--- config.mk ---
export PLATFORM = sky130hd
export DESIGN_NAME = lcd_bus_monitor
export DESIGN_NICKNAME = d
export VERILOG_FILES = /design/src/rtl/lcd_bus_monitor.sv
export SDC_FILE = /design/constraint.sdc
export NUM_CORES = 1
export LEC_CHECK = 0
export ABC_CLOCK_PERIOD_IN_PS = 3200
export CORE_UTILIZATION = 51
export CTS_BUF_LIST = sky130_fd_sc_hd__clkbuf_8
export CTS_CLUSTER_SIZE = 28
export DETAILED_ROUTE_END_ITERATION = 6
export PLACE_DENSITY_LB_ADDON = 0.2
export SLEW_MARGIN = 20
export SYNTH_ARGS = -nofsm -noshare
export SYNTH_HDL_FRONTEND = slang
export SYNTH_SLANG_ARGS = --single-unit
--- constraint.sdc ---
create_clock -name clk -period 3.2 [get_ports clk]
set_input_delay 0.48 -clock clk [delete_from_list [all_inputs] [get_ports clk]]
set_output_delay 0.48 -clock clk [all_outputs]
set_load 0.005 [all_outputs]
--- src/rtl/lcd_bus_monitor.sv ---
// Passive HD44780 bus receiver: synchronizes RS/E/D, decodes writes on the E fall and
// maintains a ROWS x COLS character shadow buffer. Optional macro: LCD_MON_NIBBLE_EN (4-bit bus mode).
module lcd_bus_monitor #(
  parameter int SYNC_STAGES = 2,
  parameter int COLS        = 16,
  parameter int ROWS        = 2
) (
  input  logic                                       clk,
  input  logic                                       reset,
  input  logic                                       lcd_rs,
  input  logic                                       lcd_e,
  input  logic [7:0]                                 lcd_d,
  input  logic [((ROWS > 1) ? $clog2(ROWS) : 1)-1:0] rd_row,
  input  logic [$clog2(COLS)-1:0]                    rd_col,
  output logic [7:0]                                 rd_char,
  output logic                                       char_valid,
  output logic [((ROWS > 1) ? $clog2(ROWS) : 1)-1:0] char_row,
  output logic [$clog2(COLS)-1:0]                    char_col,
  output logic                                       cmd_valid,
  output logic [7:0]                                 cmd_code,
  output logic                                       busy,
  output logic                                       overrun
);

  localparam int RW    = (ROWS > 1) ? $clog2(ROWS) : 1;
  localparam int CW    = $clog2(COLS);
  localparam int CELLS = ROWS * COLS;
  localparam int AW    = (CELLS > 1) ? $clog2(CELLS) : 1;

  typedef enum logic [0:0] {S_IDLE, S_CLEAR} state_t;

  // Input synchronizer; RS and D travel alongside E so they line up with the synced strobe.
  logic [SYNC_STAGES-1:0] e_sync_q;
  logic [SYNC_STAGES-1:0] rs_sync_q;
  logic [7:0]             d_sync_q [SYNC_STAGES];

  always_ff @(posedge clk or posedge reset) begin
    if (reset) begin
      e_sync_q  <= '0;
      rs_sync_q <= '0;
      for (int i = 0; i < SYNC_STAGES; i++) d_sync_q[i] <= '0;
    end else begin
      e_sync_q    <= {e_sync_q[SYNC_STAGES-2:0], lcd_e};
      rs_sync_q   <= {rs_sync_q[SYNC_STAGES-2:0], lcd_rs};
      d_sync_q[0] <= lcd_d;
      for (int i = 1; i < SYNC_STAGES; i++) d_sync_q[i] <= d_sync_q[i-1];
    end
  end

  logic       e_s;
  logic       e_prev_q;
  logic       cap_rs_q;
  logic [7:0] cap_d_q;
  logic       strobe;

  assign e_s = e_sync_q[SYNC_STAGES-1];

  always_ff @(posedge clk or posedge reset) begin
    if (reset) begin
      e_prev_q <= 1'b0;
      cap_rs_q <= 1'b0;
      cap_d_q  <= '0;
    end else begin
      e_prev_q <= e_s;
      if (e_s) begin
        cap_rs_q <= rs_sync_q[SYNC_STAGES-1];
        cap_d_q  <= d_sync_q[SYNC_STAGES-1];
      end
    end
  end

  assign strobe = e_prev_q & ~e_s;

  // Byte-level strobe: in 4-bit mode only the second nibble of a pair produces a byte.
  logic       byte_stb;
  logic       byte_rs;
  logic [7:0] byte_d;

`ifdef LCD_MON_NIBBLE_EN
  logic       nib_mode_q;
  logic       nib_lo_q;
  logic [3:0] nib_hi_q;

  always_comb begin
    byte_stb = strobe;
    byte_rs  = cap_rs_q;
    byte_d   = cap_d_q;
    if (nib_mode_q) begin
      byte_stb = strobe & nib_lo_q;
      byte_d   = {nib_hi_q, cap_d_q[7:4]};
    end
  end
`else
  assign byte_stb = strobe;
  assign byte_rs  = cap_rs_q;
  assign byte_d   = cap_d_q;
`endif

  state_t        state_q;
  logic [AW-1:0] clr_q;
  logic [6:0]    ac_q;
  logic          id_q;
  logic          pend_q;
  logic          pend_rs_q;
  logic [7:0]    pend_d_q;
  logic          busy_q;
  logic          overrun_q;
  logic          char_valid_q;
  logic [RW-1:0] char_row_q;
  logic [CW-1:0] char_col_q;
  logic          cmd_valid_q;
  logic [7:0]    cmd_code_q;

  function automatic logic [6:0] ac_step(input logic [6:0] ac, input logic up);
    logic [6:0] r;
    if (up) r = (ac == 7'h27) ? 7'h40 : (ac == 7'h67) ? 7'h00 : ac + 7'd1;
    else    r = (ac == 7'h00) ? 7'h67 : (ac == 7'h40) ? 7'h27 : ac - 7'd1;
    return r;
  endfunction

  function automatic logic [AW-1:0] cell_idx(input logic [6:0] ac);
    return AW'((ac[6] ? COLS : 0) + int'(ac[5:0]));
  endfunction

  // Byte selected for execution this cycle: the pending slot has priority over a new strobe.
  logic          ex_go;
  logic          ex_rs;
  logic [7:0]    ex_d;
  logic          ex_vis;
  logic [6:0]    ac_next;
  logic [AW-1:0] ex_idx;

  always_comb begin
    ex_go = 1'b0;
    ex_rs = byte_rs;
    ex_d  = byte_d;
    if (state_q == S_IDLE) begin
      if (pend_q) begin
        ex_go = 1'b1;
        ex_rs = pend_rs_q;
        ex_d  = pend_d_q;
      end else begin
        ex_go = byte_stb;
      end
    end
    ac_next = ac_step(ac_q, id_q);
    ex_vis  = (int'(ac_q[5:0]) < COLS) && (!ac_q[6] || (ROWS > 1));
    ex_idx  = cell_idx(ac_q);
  end

  logic          wr_en;
  logic [AW-1:0] wr_idx;
  logic [7:0]    wr_data;

  always_comb begin
    wr_en   = ex_go && ex_rs && ex_vis;
    wr_idx  = ex_idx;
    wr_data = ex_d;
    if (state_q == S_CLEAR) begin
      wr_en   = 1'b1;
      wr_idx  = clr_q;
      wr_data = 8'h20;
    end
  end

  // Control FSM. char_valid / cmd_valid are one-cycle valid pulses with no ready:
  // the consumer must sample them on the cycle they are high; nothing is held or retried.
  always_ff @(posedge clk or posedge reset) begin
    if (reset) begin
      state_q      <= S_CLEAR;
      clr_q        <= '0;
      ac_q         <= 7'h00;
      id_q         <= 1'b1;
      pend_q       <= 1'b0;
      pend_rs_q    <= 1'b0;
      pend_d_q     <= '0;
      busy_q       <= 1'b1;
      overrun_q    <= 1'b0;
      char_valid_q <= 1'b0;
      char_row_q   <= '0;
      char_col_q   <= '0;
      cmd_valid_q  <= 1'b0;
      cmd_code_q   <= '0;
`ifdef LCD_MON_NIBBLE_EN
      nib_mode_q   <= 1'b0;
      nib_lo_q     <= 1'b0;
      nib_hi_q     <= '0;
`endif
    end else begin
      char_valid_q <= 1'b0;
      cmd_valid_q  <= 1'b0;
`ifdef LCD_MON_NIBBLE_EN
      if (strobe && nib_mode_q) begin
        nib_lo_q <= ~nib_lo_q;
        if (!nib_lo_q) nib_hi_q <= cap_d_q[7:4];
      end
`endif
      case (state_q)
        S_CLEAR: begin
          if (byte_stb) begin
            if (!pend_q) begin
              pend_q    <= 1'b1;
              pend_rs_q <= byte_rs;
              pend_d_q  <= byte_d;
            end else begin
              overrun_q <= 1'b1;
            end
          end
          clr_q <= clr_q + AW'(1);
          if (clr_q == AW'(CELLS - 1)) begin
            state_q <= S_IDLE;
            busy_q  <= 1'b0;
            clr_q   <= '0;
          end
        end
        default: begin
          if (pend_q) begin
            pend_q <= byte_stb;
            if (byte_stb) begin
              pend_rs_q <= byte_rs;
              pend_d_q  <= byte_d;
            end
          end
          if (ex_go) begin
            if (ex_rs) begin
              ac_q <= ac_next;
              if (ex_vis) begin
                char_valid_q <= 1'b1;
                char_row_q   <= RW'(ac_q[6]);
                char_col_q   <= ac_q[CW-1:0];
              end
            end else begin
              cmd_valid_q <= 1'b1;
              cmd_code_q  <= ex_d;
              if (ex_d == 8'h01) begin
                ac_q    <= 7'h00;
                id_q    <= 1'b1;
                state_q <= S_CLEAR;
                busy_q  <= 1'b1;
                clr_q   <= '0;
              end else if (ex_d[7:1] == 7'b0000001) begin
                ac_q <= 7'h00;
              end else if (ex_d[7:2] == 6'b000001) begin
                id_q <= ex_d[1];
              end else if (ex_d[7]) begin
                ac_q <= ex_d[6:0];
              end
`ifdef LCD_MON_NIBBLE_EN
              else if (ex_d[7:5] == 3'b001) begin
                if (nib_mode_q == ex_d[4]) begin
                  nib_mode_q <= ~ex_d[4];
                  nib_lo_q   <= 1'b0;
                end
              end
`endif
            end
          end
        end
      endcase
    end
  end

  // Shadow buffer: no reset, the clear sweep initialises it. Read is read-before-write.
  logic [7:0]    mem_q [CELLS];
  logic [AW-1:0] rd_idx;
  logic [7:0]    rd_char_q;

  assign rd_idx = AW'(((ROWS > 1) ? int'(rd_row) * COLS : 0) + int'(rd_col));

  always_ff @(posedge clk) begin
    if (wr_en) mem_q[wr_idx] <= wr_data;
  end

  always_ff @(posedge clk or posedge reset) begin
    if (reset) rd_char_q <= '0;
    else       rd_char_q <= mem_q[rd_idx];
  end

  assign rd_char    = rd_char_q;
  assign char_valid = char_valid_q;
  assign char_row   = char_row_q;
  assign char_col   = char_col_q;
  assign cmd_valid  = cmd_valid_q;
  assign cmd_code   = cmd_code_q;
  assign busy       = busy_q;
  assign overrun    = overrun_q;

endmodule

* Word-level counts from Yosys, hierarchy flattened
Memory sizes are Yosys's and may differ from the RTL's. A register that Yosys moved wholly into a read port is not among the register bits.
Cells that the tools add are included.
** Word-level totals
- Input bits :: 17
- Logic and storage cells :: 119
- Bits in writable memories :: 256
- Memory bits (read-only) :: 0
- Bits in latches :: 0
- Bits in registers :: 71
- Memories :: 1
** Memories
- mem_q :: depth 32, width 8, rd ports 1, clocked after Yosys merged registers in 1, write ports 1, RTL line 264 : logic [7:0] mem_q [CELLS];
** Operators by class
- Divide/modulo/power cells :: 0
- Shift-type cells :: 0
- $lt $le $gt $ge :: 1
- Multiply operators :: 0
- Eq/ne operators :: 13
- Bitwise logic cells :: 4
- Multiplexer cells :: 58
- Reductions and logical operators :: 16
- Add/subtract/negate cells :: 5
** Operators with widths (number)
- $mux W7 :: 10
- $mux W8 :: 7
- $mux W5 :: 7
- $mux W1 :: 34
- $eq A7 B7 Y1 const B :: 2
- $reduce_and A3 Y1 :: 4
- $reduce_and A4 Y1 :: 3
- $eq A8 B1 Y1 const B :: 1
- $ne A2 B2 Y1 const B :: 4
- $reduce_bool A2 Y1 :: 4
- $add A7 B1 Y7 const B :: 1
- $eq A7 B1 Y1 const B :: 1
- $eq A7 B6 Y1 const B :: 1
- $logic_not A7 Y1 :: 1
- $sub A7 B1 Y7 const B :: 1
- $eq A6 B1 Y1 const B :: 1
- $lt A6 B5 Y1 const B :: 1
- $add A5 B1 Y5 const B :: 1
- $add A5 B4 Y5 :: 1
- $add A5 B5 Y5 :: 1
- $eq A5 B5 Y1 const B :: 1
- $reduce_and A5 Y1 :: 1
- $ne A4 B4 Y1 const B :: 1
- $reduce_bool A4 Y1 :: 1
- 4 further kinds :: 7

* Longest topological paths before layout
Gate-level depths: netlist of run 1.
- Depth after elaboration :: 9
- Gate-level depth with buffers :: 8
- Gate-level depth less buffers :: 7

* Worst setup path after synthesis of run 1
No wires, ideal clock.
- Kind :: register to register
- Start :: reg state_q
- End :: mem mem_q[0][0], enable pin
- Buffers on the path :: 1
- Stages on the path, launching flop included :: 7
- Slack :: 916 ps
- Arrival :: 1913 ps
- Required time :: 2830 ps
- Path through :: dfstp_2 > buf_6 > and2b_4 > mux2i_4 > o32ai_4 > nand2_2 > nor2_1
** On the way
- Cells in the longest elaborated chain, start to end :: 6
- Elaborated cells between the ends (all ways) :: 8
** Ends and longest elaborated chain
- from (decl) :: RTL line 99 : state_t state_q;
- from (signal assigned) :: RTL line 170 : state_q <= S_CLEAR;
- from (signal assigned) :: RTL line 211 : state_q <= S_IDLE;
- from (signal assigned) :: RTL line 238 : state_q <= S_CLEAR;
- $mux W1 :: RTL line 137 : if (state_q == S_IDLE) begin
- $logic_and A1 B1 Y1 (2 in a row) :: RTL line 156 : wr_en = ex_go && ex_rs && ex_vis;
- $mux W1 :: RTL line 159 : if (state_q == S_CLEAR) begin
- $mux W1 :: RTL line 271 : if (wr_en) mem_q[wr_idx] <= wr_data;
- $mux W1 (not written as such) :: RTL line 271
- to (decl) :: RTL line 264
Several ways; a longest one is shown, not always the timed one.

* Final worst setup path of run 1
- Start :: reg state_q
- End :: mem mem_q[24][2], enable pin
Same word-level chain as after synthesis.

==> results_dict.tcl, run 1 <==
set metrics [dict create \
    critPathKind "flip-flop to flip-flop" \
    ir_drop_mv 0.410 \
    dp_slack_ps 593 \
    p_per_area_mw_per_mm2 638 \
    clock_sinks 335 \
    io_pins 42 \
    cts_hold_buf 0 \
    synth_edf_count 256 \
    grt_pass1_vias 7906 \
    tns_ps 0 \
    final_layout_size_suffix_gt1_frac 0.201 \
    cts_max_path_buffers 3 \
    endpoint_kind "flip-flop" \
    synthAdderAreaFrac 0.00440 \
    violations "design-rule violations" \
    yosys.area_share.xor_xnor 0.00450 \
    syn_inst 875 \
    root_buffer "clkbuf_8" \
    area_delta_synth_final_pct 15.7 \
    regToRegStartpoint "state_q" \
    drc 13 \
    fmax_mhz 380 \
    synth_mux_area_frac 0.132 \
    total_leakage_power_nw 5.84 \
    post_drt_via_cell_ratio 5.74 \
    relSlewSlack 0.283 \
    status "finished, violations left" \
    reg2reg_to "mem_q[24][2]" \
    path_cells "and2b_4, mux2i_4, o32ai_4, nand2_2, nor2_1" \
    antenna_found_initial 0 \
    fin_crit_ps 2630 \
    drt.antenna.violating_nets 0 \
    cp.buffers_inverters 0 \
    grt_first_pass_wirelength_um 46300 \
    synth_cell_types 66 \
    mostFrequentLayoutCell "edfxtp_1" \
    post_cts_buffers 0 \
    setup_violations 0 \
    clk_pin_slew_ps 60 \
    core-area_mm2 0.0261 \
    fin_worst_skew_ps 16.3 \
    post_cts_resized 0 \
    ys_seq_elements 335 \
    slowest_stage "dfstp_2" \
    gp_congestion 0.880 \
    setup_slack_ps 571 \
    dr.pass1.iters 7 \
    slew_violations 0 \
    yosysSeqAreaShare 0.709 \
    n_antenna_cell 0 \
    drt-met1-wl_um 13000 \
    wl_met3_um 1610 \
    grt_max_degree 46 \
    cts_buffers 54 \
    cts_max_level 2 \
    dieArea_mm2 0.0274 \
    maxUsedRoutingLayer "met4" \
    ys.flop_type "edfxtp_1" \
    grt_overflow 0 \
    rsz0062_at_grt "no" \
    netlist_area_mm2 0.0136 \
    cp-start-kind "flip-flop" \
    syn_avg_cell_area_um2 15.6 \
    hold_violations 0 \
    fp-row-count 59 \
    drv_cap 0 \
    fp.dieW_um 166 \
    numPortBuffers 41 \
    synth_compound_area_frac 0.0596 \
    tightest_slew_ps 1080 \
    dp_hpwl_um 19000 \
    r2r.worst_path.cells 5 \
    die_h_um 166 \
    layout_common_cells "256 x edfxtp_1, 108 x mux2i_1, 76 x dfrtp_1" \
    wl_met2_um 14200 \
    post-route-period-util 0.822 \
    crit_fanout 22 \
    fin_nets 996 \
    grt_use_total 0.229 \
    cp.required_ps 3400 \
    critical-path-top-delay-family "simple AND/OR/NAND/NOR gates" \
    rrSetupSlack_ps 570 \
    drt_wl_total_um 29900 \
    yosys.area_share.simple 0.0697 \
    num_vias 7772 \
    worstPathArrival_ps 2830 \
    initial_utilization 0.522 \
    clock_latency_ps 580 \
    cpPeakStageDelay_ps 750 \
    synth_nets 896 \
    wl_per_cell_um 22.0 \
    first_iter_violations 650 \
    synth_top_family_by_area "multiplexers" \
    ys_warn_count 0 \
    hold_path_class "input port to asynchronous set/reset pin" \
    ys_async_sr_fraction 0.236 \
    cts_tree "built" \
]
[sequential cells by signal, indices dropped and copies added (netlist names), 5 cells and up]
signal and flops:
byte_d 8, pend_d_q 8, cmd_code 8, ac_q 7
clr_q 5, mem_q 256, rd_char 8, d_sync_q 16
[per-layer routing]
layer  up-vias  track usage
met2       274        0.365
met1      3859        0.310
met4         0       0.0938
li1       3560            -
met3        79       0.0437
met5         -            0
[synth_stat cells (all sizes together), types with 3 or more instances]
cell type	count	area (um^2)
and3	3	18.8
nor2	68	263
nand4	11	68.8
o31ai	4	48.8
nor2b	4	25.0
nor3	6	30.0
o32ai	4	53.8
nor4	3	40.0
mux2	30	338
xor2	4	35.0
mux2i	109	1100
clkbuf	16	60.1
ha	4	50.1
a311oi	7	61.3
nand2b	5	31.3
edfxtp	256	7690
inv	8	30.0
buf	34	190
dfrtp	76	1900
dfstp	3	78.8
xnor2	3	26.3
nand3	28	140
nand2	60	235
a22oi	34	255
mux4	16	360
a21oi	32	160
or2	3	18.8
o21ai	12	63.8
[power breakdown]
part	internal [mW]	switching (mW)	leakage [nW]
Clock	1.90	1.64	0.634
Sequential	4.97	0.243	3.25
Combinational	0.547	0.761	1.96
Total	7.42	2.65	5.84
[worst max path at each step]
stage	end	slack, ps	startpoint	cells after the start
finish	mem_q[24][2]	570	state_q	5
global route	mem_q[8][0]	410	state_q	5
detailed placement	mem_q[24][1]	590	state_q	5
CTS	mem_q[24][5]	570	state_q	5
global placement	mem_q[8][0]	680	state_q	5
floorplan	ac_q[0]	700	reset	1
[area by class of cell]
type	count	area, um^2
clock inverters	37	189
multi-input cells	481	3740
inverters	9	35.0
clock buffers	64	881
flip-flops and latches	335	9670
repair buffers	94	847
fillers	1992	10400
well taps	335	419
[kinds of logic (layout without fill, tap and decap cells)]
family	Yosys count	in the layout
AND/OR/NAND/NOR	201	201
multiplexers	155	155
XOR/XNOR	7	7
adder cells (fa/ha/maj)	5	5
AO/OA/AOI/OAI	113	113
buffers and inverters	59	204
flip-flops	335	335
[stage by stage]
step | instance area [um^2] | utilization | power [mW] | std cells | hold WS [ps]
after detailed placement | 14700 | 0.563 | 6.60 | 1254 | 335
after global routing | 15800 | 0.604 | 10.5 | 1355 | 296
after global placement | 14700 | 0.563 | 6.58 | 1254 | 331
after floorplan | 13600 | - | 6.00 | 875 | 331
after CTS | 15800 | 0.604 | 10.1 | 1355 | 294
final | 15800 | 0.604 | 10.1 | 1355 | 314
Power figures use the tool's default switching activity.
==> inputs of run 2 (changes only) <==
--- a/config.mk
+++ b/config.mk
@@ -5,7 +5,7 @@
 export SDC_FILE = /design/constraint.sdc
 export NUM_CORES = 1
 export LEC_CHECK = 0
-export ABC_CLOCK_PERIOD_IN_PS = 3200
+export ABC_CLOCK_PERIOD_IN_PS = 2500
 export CORE_UTILIZATION = 51
 export CTS_BUF_LIST = sky130_fd_sc_hd__clkbuf_8
 export CTS_CLUSTER_SIZE = 28
==> constraint.sdc (replaced) <==
create_clock -name clk -period 2.5 [get_ports clk]
set_input_delay 0.375 -clock clk [delete_from_list [all_inputs] [get_ports clk]]
set_output_delay 0.375 -clock clk [all_outputs]
set_load 0.005 [all_outputs]
==> run 2 against run 1 <==
  * The run still ends with design-rule violations left
  * Clock skew grew 9.5 ps
  * Sequential power rose by 27%
  * Clock-buffer cell count unchanged
  * Non-clock buffer count is 24 higher
  * Flip-flop and latch count is the same
  * Final cell count rose by 1.4%
  * Clock power up 29%
  * Hold slack worse by 140 ps
  * Critical endpoint is now mem_q[14][0]
  * Via count about the same
  * Largest power group unchanged
  * Total power is 29% higher
==> results_dict.tcl, run 2 (synthesis results as in run 1) <==
set metrics [dict create \
    status "finished, violations left" \
    violations "design-rule violations" \
    swShare 0.255 \
    finalPower_mw 13.0 \
    fin_nets 1017 \
    antenna_found_initial 0 \
    post-route-period-util 0.881 \
    endpoint "mem_q[14][0]" \
    tightest_slew_ps 714 \
    regToRegStartpoint "ac_q[5]" \
    p_int_mw 9.65 \
    grt_max_degree 39 \
    dr.pass1.iters 7 \
    top_register "mem_q" \
    reg2reg_to "mem_q[14][0]" \
    ir_drop_mv 0.622 \
    p_seq_frac 0.510 \
    core-area_mm2 0.0261 \
    clock_sinks 335 \
    r2r.worst_path.cells 7 \
    crit_start "ac_q[5]" \
    io_pins 42 \
    clock_latency_ps 580 \
    post_cts_resized 0 \
    rrSetupSlack_ps 300 \
    drc 12 \
    critPathKind "flip-flop to flip-flop" \
    fmax_mhz 454 \
    area_delta_synth_final_pct 17.4 \
    n_antenna_cell 0 \
    drt_wl_total_um 29400 \
    endpoint_kind "flip-flop" \
    grt_first_pass_wirelength_um 45300 \
    largest_reg_flops 256 \
    fin_crit_ps 2200 \
    mostFrequentLayoutCell "edfxtp_1" \
    post_drt_via_cell_ratio 5.66 \
    numPortBuffers 41 \
    gp_congestion 0.861 \
    initial_utilization 0.522 \
    die_h_um 166 \
    cp.required_ps 2760 \
    p_per_area_mw_per_mm2 809 \
    fin_worst_skew_ps 25.8 \
    hold_violations 0 \
    fp.dieW_um 166 \
    p_comb_frac 0.137 \
    first_iter_violations 667 \
    cts_tree "built" \
    dieArea_mm2 0.0274 \
    grt_overflow 0 \
    layout_common_cells "256 x edfxtp_1, 108 x mux2i_1, 76 x dfrtp_1" \
    setup_violations 0 \
    slew_violations 0 \
    clk_pin_slew_ps 60 \
    clkPwrFrac 0.353 \
    grt_pass1_vias 7806 \
    cts_max_level 2 \
    holdWs_ps 174 \
    dp_hpwl_um 19100 \
    cts_max_path_buffers 3 \
    fp-row-count 59 \
    top_regs "mem_q x256, d_sync_q x16" \
    post_cts_buffers 0 \
    total_leakage_power_nw 5.95 \
    p_sw_mw 3.30 \
    relSlewSlack 0.523 \
    tns_ps 0 \
    cts_buffers 51 \
    cp-start-kind "flip-flop" \
    wl_per_cell_um 21.4 \
    cts_hold_buf 0 \
    num_vias 7774 \
    root_buffer "clkbuf_8" \
    worstPathArrival_ps 2470 \
    final_layout_size_suffix_gt1_frac 0.220 \
    grt_use_total 0.226 \
    drt.antenna.violating_nets 0 \
    crit_fanout 9 \
    drv_cap 0 \
    hold_path_class "input port to asynchronous set/reset pin" \
    rsz0062_at_grt "no" \
]
-- run 2: changes by cell type in the layout (fill, tap and decap cells not counted), sizes merged --
cell | before | now
clkinvlp | 3 | 1
inv | 32 | 22
clkinv | 10 | 16
bufinv | 1 | 2
buf | 54 | 78
-- run 2: final cells by class --
cell class	instances	area, um^2
Tap cell	335	419
Clock inverter	32	190
Sequential cell	335	9670
Fill cell	1946	10100
Multi-Input combinational cell	481	3720
Clock buffer	64	881
Timing Repair Buffer	118	1100
Inverter	9	35.0
-- run 2: worst min-delay path by stage --
stage               slack, ps           to          from
floorplan                 330  d_sync_q[0]   d_sync_q[8]
global placement          330  d_sync_q[5]  d_sync_q[13]
detailed placement        330  d_sync_q[4]  d_sync_q[12]
CTS                       160  cmd_code[6]         reset
global route              190  cmd_code[6]         reset
finish                    170  char_col[0]         reset
-- run 2: power groups by stage --
| stage | registers, mW | logic [mW] | clock network [mW] |
|---|---|---|---|
| final | 6.61 | 1.77 | 4.57 |
| after floorplan | 6.65 | 1.03 | 0 |
| after detailed placement | 6.72 | 1.77 | 0 |
| after global placement | 6.72 | 1.74 | 0 |
| after global routing | 6.65 | 1.92 | 4.93 |
| after CTS | 6.61 | 1.78 | 4.67 |
-- run 2: per-stage QoR --
stage	cell area (um^2)	utilization	instances	setup WS, ps
final	16000	0.613	1374	297
after global placement	14900	0.572	1278	237
after CTS	16000	0.613	1374	277
after floorplan	13600	-	875	107
after detailed placement	14900	0.572	1278	213
after global routing	16000	0.613	1374	185
-- run 2: routing by layer --
layer	global-route usage	up-vias	wire length [um]
met5	0	-	0
met4	0.0744	0	709
met3	0.0400	53	1590
met2	0.375	228	14700
met1	0.301	3901	12400
li1	-	3592	-
-- run 2: worst max-delay path, cell delays in order, from the launching register on --
cell and delay, ps:
dfrtp_1 480, nor2_1 250, o211ai_1 140, buf_4 190, o32ai_4 320, nand2_2 180
nor2_1 150, buf_4 190
